--- src/rtl/prog_sequencer.sv ---
// Program sequencer: launches up to three fetch programs in rotation, holds
// the fetch stage while idle, loading or draining, counts run cycles and
// terminates a runaway program after TIMEOUT_LIMIT cycles.
module prog_sequencer #(
    parameter logic [9:0]  PROG0_BASE    = 10'd0,
    parameter logic [9:0]  PROG1_BASE    = 10'd128,
    parameter logic [9:0]  PROG2_BASE    = 10'd256,
    parameter int          DRAIN_CYCLES  = 2,
    parameter logic [15:0] TIMEOUT_LIMIT = 16'd4096
) (
    input  logic        CLK,
    input  logic        Init,
    input  logic        Start,
    input  logic        Halt,
    output logic        FetchHold,
    output logic        PcLoad,
    output logic [9:0]  PcLoadVal,
    output logic [1:0]  ProgState,
    output logic        Busy,
    output logic        Done,
    output logic [15:0] CycleCount,
    output logic        Timeout
);

    typedef enum logic [2:0] {
        S_IDLE  = 3'd0,
        S_LOAD  = 3'd1,
        S_RUN   = 3'd2,
        S_DRAIN = 3'd3,
        S_DONE  = 3'd4
    } state_t;

    // A limit of zero means "no explicit limit": saturate at 65535 instead.
    localparam logic [15:0] RUN_LAST   = (TIMEOUT_LIMIT == 16'd0) ? 16'hFFFE
                                                                  : TIMEOUT_LIMIT - 16'd1;
    localparam logic [3:0]  DRAIN_LAST = 4'(DRAIN_CYCLES - 1);

    state_t     state;
    logic [3:0] drain_cnt;

    // Start address of the selected program; index 3 is unused and aliases program 0.
    always_comb begin
        PcLoadVal = PROG0_BASE;
        case (ProgState)
            2'd1:    PcLoadVal = PROG1_BASE;
            2'd2:    PcLoadVal = PROG2_BASE;
            default: PcLoadVal = PROG0_BASE;
        endcase
    end

    // Sequencer FSM; every output is registered alongside the state it belongs to.
    always_ff @(posedge CLK) begin
        if (Init) begin
            state      <= S_IDLE;
            FetchHold  <= 1'b1;
            PcLoad     <= 1'b0;
            ProgState  <= 2'd0;
            Busy       <= 1'b0;
            Done       <= 1'b0;
            CycleCount <= 16'd0;
            Timeout    <= 1'b0;
            drain_cnt  <= 4'd0;
        end else begin
            case (state)
                S_IDLE: begin
                    if (Start) begin
                        state      <= S_LOAD;
                        PcLoad     <= 1'b1;
                        FetchHold  <= 1'b1;
                        Busy       <= 1'b1;
                        CycleCount <= 16'd0;
                        Timeout    <= 1'b0;
                    end
                end
                S_LOAD: begin
                    state     <= S_RUN;
                    PcLoad    <= 1'b0;
                    FetchHold <= 1'b0;
                end
                S_RUN: begin
                    // The halt cycle itself is counted; halt beats timeout.
                    CycleCount <= CycleCount + 16'd1;
                    if (Halt) begin
                        state     <= S_DRAIN;
                        FetchHold <= 1'b1;
                        drain_cnt <= 4'd0;
                    end else if (CycleCount == RUN_LAST) begin
                        state     <= S_DRAIN;
                        FetchHold <= 1'b1;
                        Timeout   <= 1'b1;
                        drain_cnt <= 4'd0;
                    end
                end
                S_DRAIN: begin
                    if (drain_cnt == DRAIN_LAST) begin
                        state     <= S_DONE;
                        Busy      <= 1'b0;
                        Done      <= 1'b1;
                        drain_cnt <= 4'd0;
                    end else begin
                        drain_cnt <= drain_cnt + 4'd1;
                    end
                end
                S_DONE: begin
                    if (Start) begin
                        state      <= S_LOAD;
                        ProgState  <= (ProgState == 2'd2) ? 2'd0 : ProgState + 2'd1;
                        PcLoad     <= 1'b1;
                        Busy       <= 1'b1;
                        Done       <= 1'b0;
                        CycleCount <= 16'd0;
                        Timeout    <= 1'b0;
                    end
                end
                default: begin
                    state     <= S_IDLE;
                    FetchHold <= 1'b1;
                    PcLoad    <= 1'b0;
                    Busy      <= 1'b0;
                    Done      <= 1'b0;
                end
            endcase
        end
    end

endmodule

--- config.mk ---
export PLATFORM = sky130hd
export DESIGN_NAME = prog_sequencer
export DESIGN_NICKNAME = d
export VERILOG_FILES = /design/src/rtl/prog_sequencer.sv
export SDC_FILE = /design/constraint.sdc
export NUM_CORES = 1
export LEC_CHECK = 0
export CAP_MARGIN = 20
export CORE_MARGIN = 10
export CORE_UTILIZATION = 49
export CTS_CLUSTER_DIAMETER = 200
export DETAILED_ROUTE_END_ITERATION = 6
export PLACE_DENSITY = 0.75
export SYNTH_ARGS = -nofsm -noshare
export SYNTH_HDL_FRONTEND = slang
export SYNTH_SLANG_ARGS = --single-unit
export TNS_END_PERCENT = 100
--- constraint.sdc ---
create_clock -name CLK -period 2.1 [get_ports CLK]
set_input_delay 0.42 -clock CLK [delete_from_list [all_inputs] [get_ports CLK]]
set_output_delay 0.42 -clock CLK [all_outputs]
set_load 0.01 [all_outputs]
==> flow_summary.json, run 1 <==
{
  "ir_drop_uv": 348.2,
  "cts_tree": "built",
  "reg2reg_to": "drain_cnt[2]",
  "row_count": 20,
  "fin_area_mm2": 0.001966,
  "critPathLaunchType": "flip-flop",
  "path_delay_family": "buffers and inverters",
  "cts.repair.resized": 0,
  "numPortBuffers": 28,
  "antenna_left": 0,
  "setup.worst_path.class": "flip-flop to output port",
  "async_flop_share_pct": 0,
  "synth.distinct_cells": 51,
  "post_cts_buffers": 0,
  "cts_buffers": 5,
  "final_common_cell": "dfxtp_1",
  "initial_core_util_pct": 52.10,
  "r2r_start": "drain_cnt[1]",
  "ys_seq_area_share_pct": 37.15,
  "comb_power_share_pct": 16.6,
  "critPathBufInv": 1,
  "nets": 225,
  "hp-start": "Timeout",
  "yosys_warnings": 0,
  "setup_viol": 0,
  "clkSinkCount": 30,
  "die_h_um": 77.44,
  "syn_area_per_cell_um2": 8.599,
  "rsz0062_at_grt": "no",
  "relSlewSlack_pct": 54.81,
  "synth_edf_count": 0,
  "utilization_pct": 63.35,
  "dieArea_mm2": 0.005996,
  "fin_setup_tns_ns": 0,
  "p_leak_nw": 0.6558,
  "grt_pass1_wl_um": 6430,
  "ios": 37,
  "grtUsageTotal_pct": 13.02,
  "period_needed_ns": 1.895,
  "routedWlPerCell_um": 14.74,
  "fin_skew_ns": 0.01347,
  "place_congestion": 0.8158,
  "firstDrtPassIters": 4,
  "die_w_um": 77.44,
  "crit_path_end_kind": "output port",
  "clkPwrFrac_pct": 31.0,
  "switching_share_pct": 29.13,
  "grt_pass1_vias": 1393,
  "p_switching_mw": 0.3432,
  "hold_end": "Timeout",
  "viasPerCell": 5.783,
  "clockBufferDepth": 2,
  "ff2ff_path_depth": 5,
  "holdPathStages": 2,
  "maxSlewViolCount": 0,
  "p_seq_share_pct": 52.4,
  "clk_pin_slew_worst_paths_ns": 0.08,
  "critPathArrivalTime_ns": 1.47,
  "ys_ff_latch": 30,
  "syn_area_mm2": 0.001617,
  "core_mm2": 0.003103,
  "syn_to_final_growth_pct": 21.59,
  "maxCapViolCount": 0,
  "synthCells": 188,
  "holdCritPathClass": "flip-flop to flip-flop",
  "p_int_mw": 0.8352,
  "root_buffer": "clkbuf_4",
  "antenna_cells": 0,
  "fmax_mhz": 527.8,
  "vias": 1521,
  "cp_cell_sequence": "nor2b_1 > clkdlybuf4s50_1",
  "startpoint": "ProgState[0]",
  "clk_latency_ns": 0.34,
  "layout_common_cells": "dfxtp_1 (30), clkdlybuf4s50_1 (28), nor2_1 (15), a21oi_1 (15), nand2_1 (12)",
  "worstMarginPinSlew_ns": 0.6765,
  "postCtsHoldBufs": 0,
  "hold_viol": 0,
  "detailed_place_hpwl_um": 2893,
  "cts-htree-levels": 2,
  "cpPeakStageDelay_ns": 0.56,
  "grt-ovfl-total": 0,
  "synth-main-ff-cell": "dfxtp_1",
  "drt_iter0_markers": 131,
  "outcome": "finished clean",
  "place_area_mm2": 0.001906,
  "critPathRequiredTime_ns": 1.68,
  "period_share_pct": 90.22,
  "drcViolationCount": 0,
  "antenna_found_initial": 0,
  "whs_ns": 0.4944,
  "cp_slowest_cell": "clkdlybuf4s50_1",
  "drt-total-wl_um": 3877,
  "power_density_mw_per_mm2": 599.5,
  "layout-drive-gt1-share_pct": 10.50,
  "cp_max_fo": 5,
  "reg2reg_slack_ns": 0.29,
  "grt_max_degree": 18
}
[synthesized netlist by cell type, drive strengths merged, types with 2 or more instances]
library cell / count / share of area (%)
inv: 7 / 1.6
nand3: 4 / 1.2
nor3: 2 / 0.62
nand2: 12 / 2.8
a311oi: 3 / 1.6
a31oi: 5 / 1.9
or4: 4 / 1.9
a211oi: 6 / 2.8
or2: 2 / 0.77
o21ai: 6 / 1.9
dfxtp: 30 / 37
nand4b: 2 / 1.1
nor4: 2 / 0.77
o31ai: 3 / 1.4
nor2b: 3 / 1.2
and3: 2 / 0.85
buf: 11 / 5.4
nor3b: 2 / 0.93
nand2b: 4 / 2.0
ha: 3 / 2.3
nand4: 3 / 2.1
nand3b: 2 / 0.93
xnor2: 6 / 3.3
or3: 7 / 2.9
a21o: 3 / 2.0
a2111oi: 2 / 1.1
and4: 2 / 1.1
a21oi: 15 / 4.6
nor2: 15 / 3.5
clkbuf: 6 / 1.4
[layer usage]
layer | vias to the layer above | track usage [%] | wire [um]
li1 | 744 | - | -
met1 | 710 | 13.85 | 1611
met2 | 54 | 20.74 | 1796
met3 | 13 | 7.143 | 371
met4 | 0 | 6.022 | 98
met5 | - | 0 | 0
[stage by stage]
| step | cells | power (mW) | setup slack (ns) |
|---|---|---|---|
| after CTS | 263 | 1.186 | 0.1862 |
| after global placement | 255 | 0.8196 | 0.02685 |
| after global routing | 263 | 1.240 | 0.1128 |
| after detailed placement | 255 | 0.8255 | -0.03058 |
| after floorplan | 195 | 0.7756 | 0.4985 |
| final | 263 | 1.178 | 0.2054 |
[final cells by class]
type | count | area, um^2
Multi-Input combinational cell | 141 | 905.9
Sequential cell | 30 | 600.6
Timing Repair Buffer | 33 | 317.8
Clock inverter | 1 | 5.005
Clock buffer | 7 | 55.05
Inverter | 7 | 26.28
Tap cell | 44 | 55.05
Fill cell | 298 | 1137
[power groups by stage]
| stage | Combinational [mW] | Clock [mW] | Sequential, mW |
|---|---|---|---|
| 6_report | 0.196 | 0.365 | 0.618 |
| 5_1_grt | 0.216 | 0.401 | 0.624 |
| 4_1_cts | 0.195 | 0.373 | 0.618 |
| 3_5_place_dp | 0.194 | 0 | 0.631 |
| 3_3_place_gp | 0.190 | 0 | 0.630 |
| 2_1_floorplan | 0.158 | 0 | 0.618 |
[state kept, by name, indices dropped and copies added (netlist names)]
signal / cells
Busy: 1
CycleCount: 16
Done: 1
FetchHold: 1
PcLoad: 1
ProgState: 2
Timeout: 1
drain_cnt: 4
state: 3
[worst max-delay path by stage]
stage	end	slack, ns	cells after the start
2_1_floorplan	CycleCount[12]	0.50	5
3_3_place_gp	CycleCount[15]	0.03	5
3_5_place_dp	CycleCount[13]	-0.03	5
4_1_cts	PcLoadVal[7]	0.19	2
5_1_grt	PcLoadVal[7]	0.11	2
6_report	PcLoadVal[7]	0.21	2
[kinds of logic (layout without fill, tap and decap cells)]
family	Yosys count	after routing	share of synthesized area [%]
xor+xnor	6	6	3.251
compound gates	54	54	23.14
other cells	1	8	0.2320
fa+ha+maj	3	3	2.322
buf+inv	24	48	8.436
simple gates	70	70	25.46
flops	30	30	37.15
[worst reg2reg max path, cell delays in order, from the launching register on]
cell and delay (ns):
dfxtp_1 0.40, inv_1 0.07, ha_1 0.17, nor3b_1 0.20
or4_1 0.49, a311oi_1 0.37
No activity file was read; power rests on OpenSTA's default activity.
==> inputs of run 2 (changes only) <==
--- a/config.mk
+++ b/config.mk
@@ -10,7 +10,9 @@
 export CORE_UTILIZATION = 49
 export CTS_CLUSTER_DIAMETER = 200
 export DETAILED_ROUTE_END_ITERATION = 6
+export GPL_ROUTABILITY_DRIVEN = 0
 export PLACE_DENSITY = 0.75
+export SKIP_LAST_GASP = 1
 export SYNTH_ARGS = -nofsm -noshare
 export SYNTH_HDL_FRONTEND = slang
 export SYNTH_SLANG_ARGS = --single-unit
==> results of run 2 <==
The final DEF is identical to that of run 1; final timing and power are the same.
==> inputs of run 3 (changes only) <==
--- a/config.mk
+++ b/config.mk
@@ -10,7 +10,6 @@
 export CORE_UTILIZATION = 49
 export CTS_CLUSTER_DIAMETER = 200
 export DETAILED_ROUTE_END_ITERATION = 6
-export GPL_ROUTABILITY_DRIVEN = 0
 export PLACE_DENSITY = 0.75
 export SKIP_LAST_GASP = 1
 export SYNTH_ARGS = -nofsm -noshare
==> results of run 3 <==
The final DEF is identical to that of run 1; final timing and power are the same.
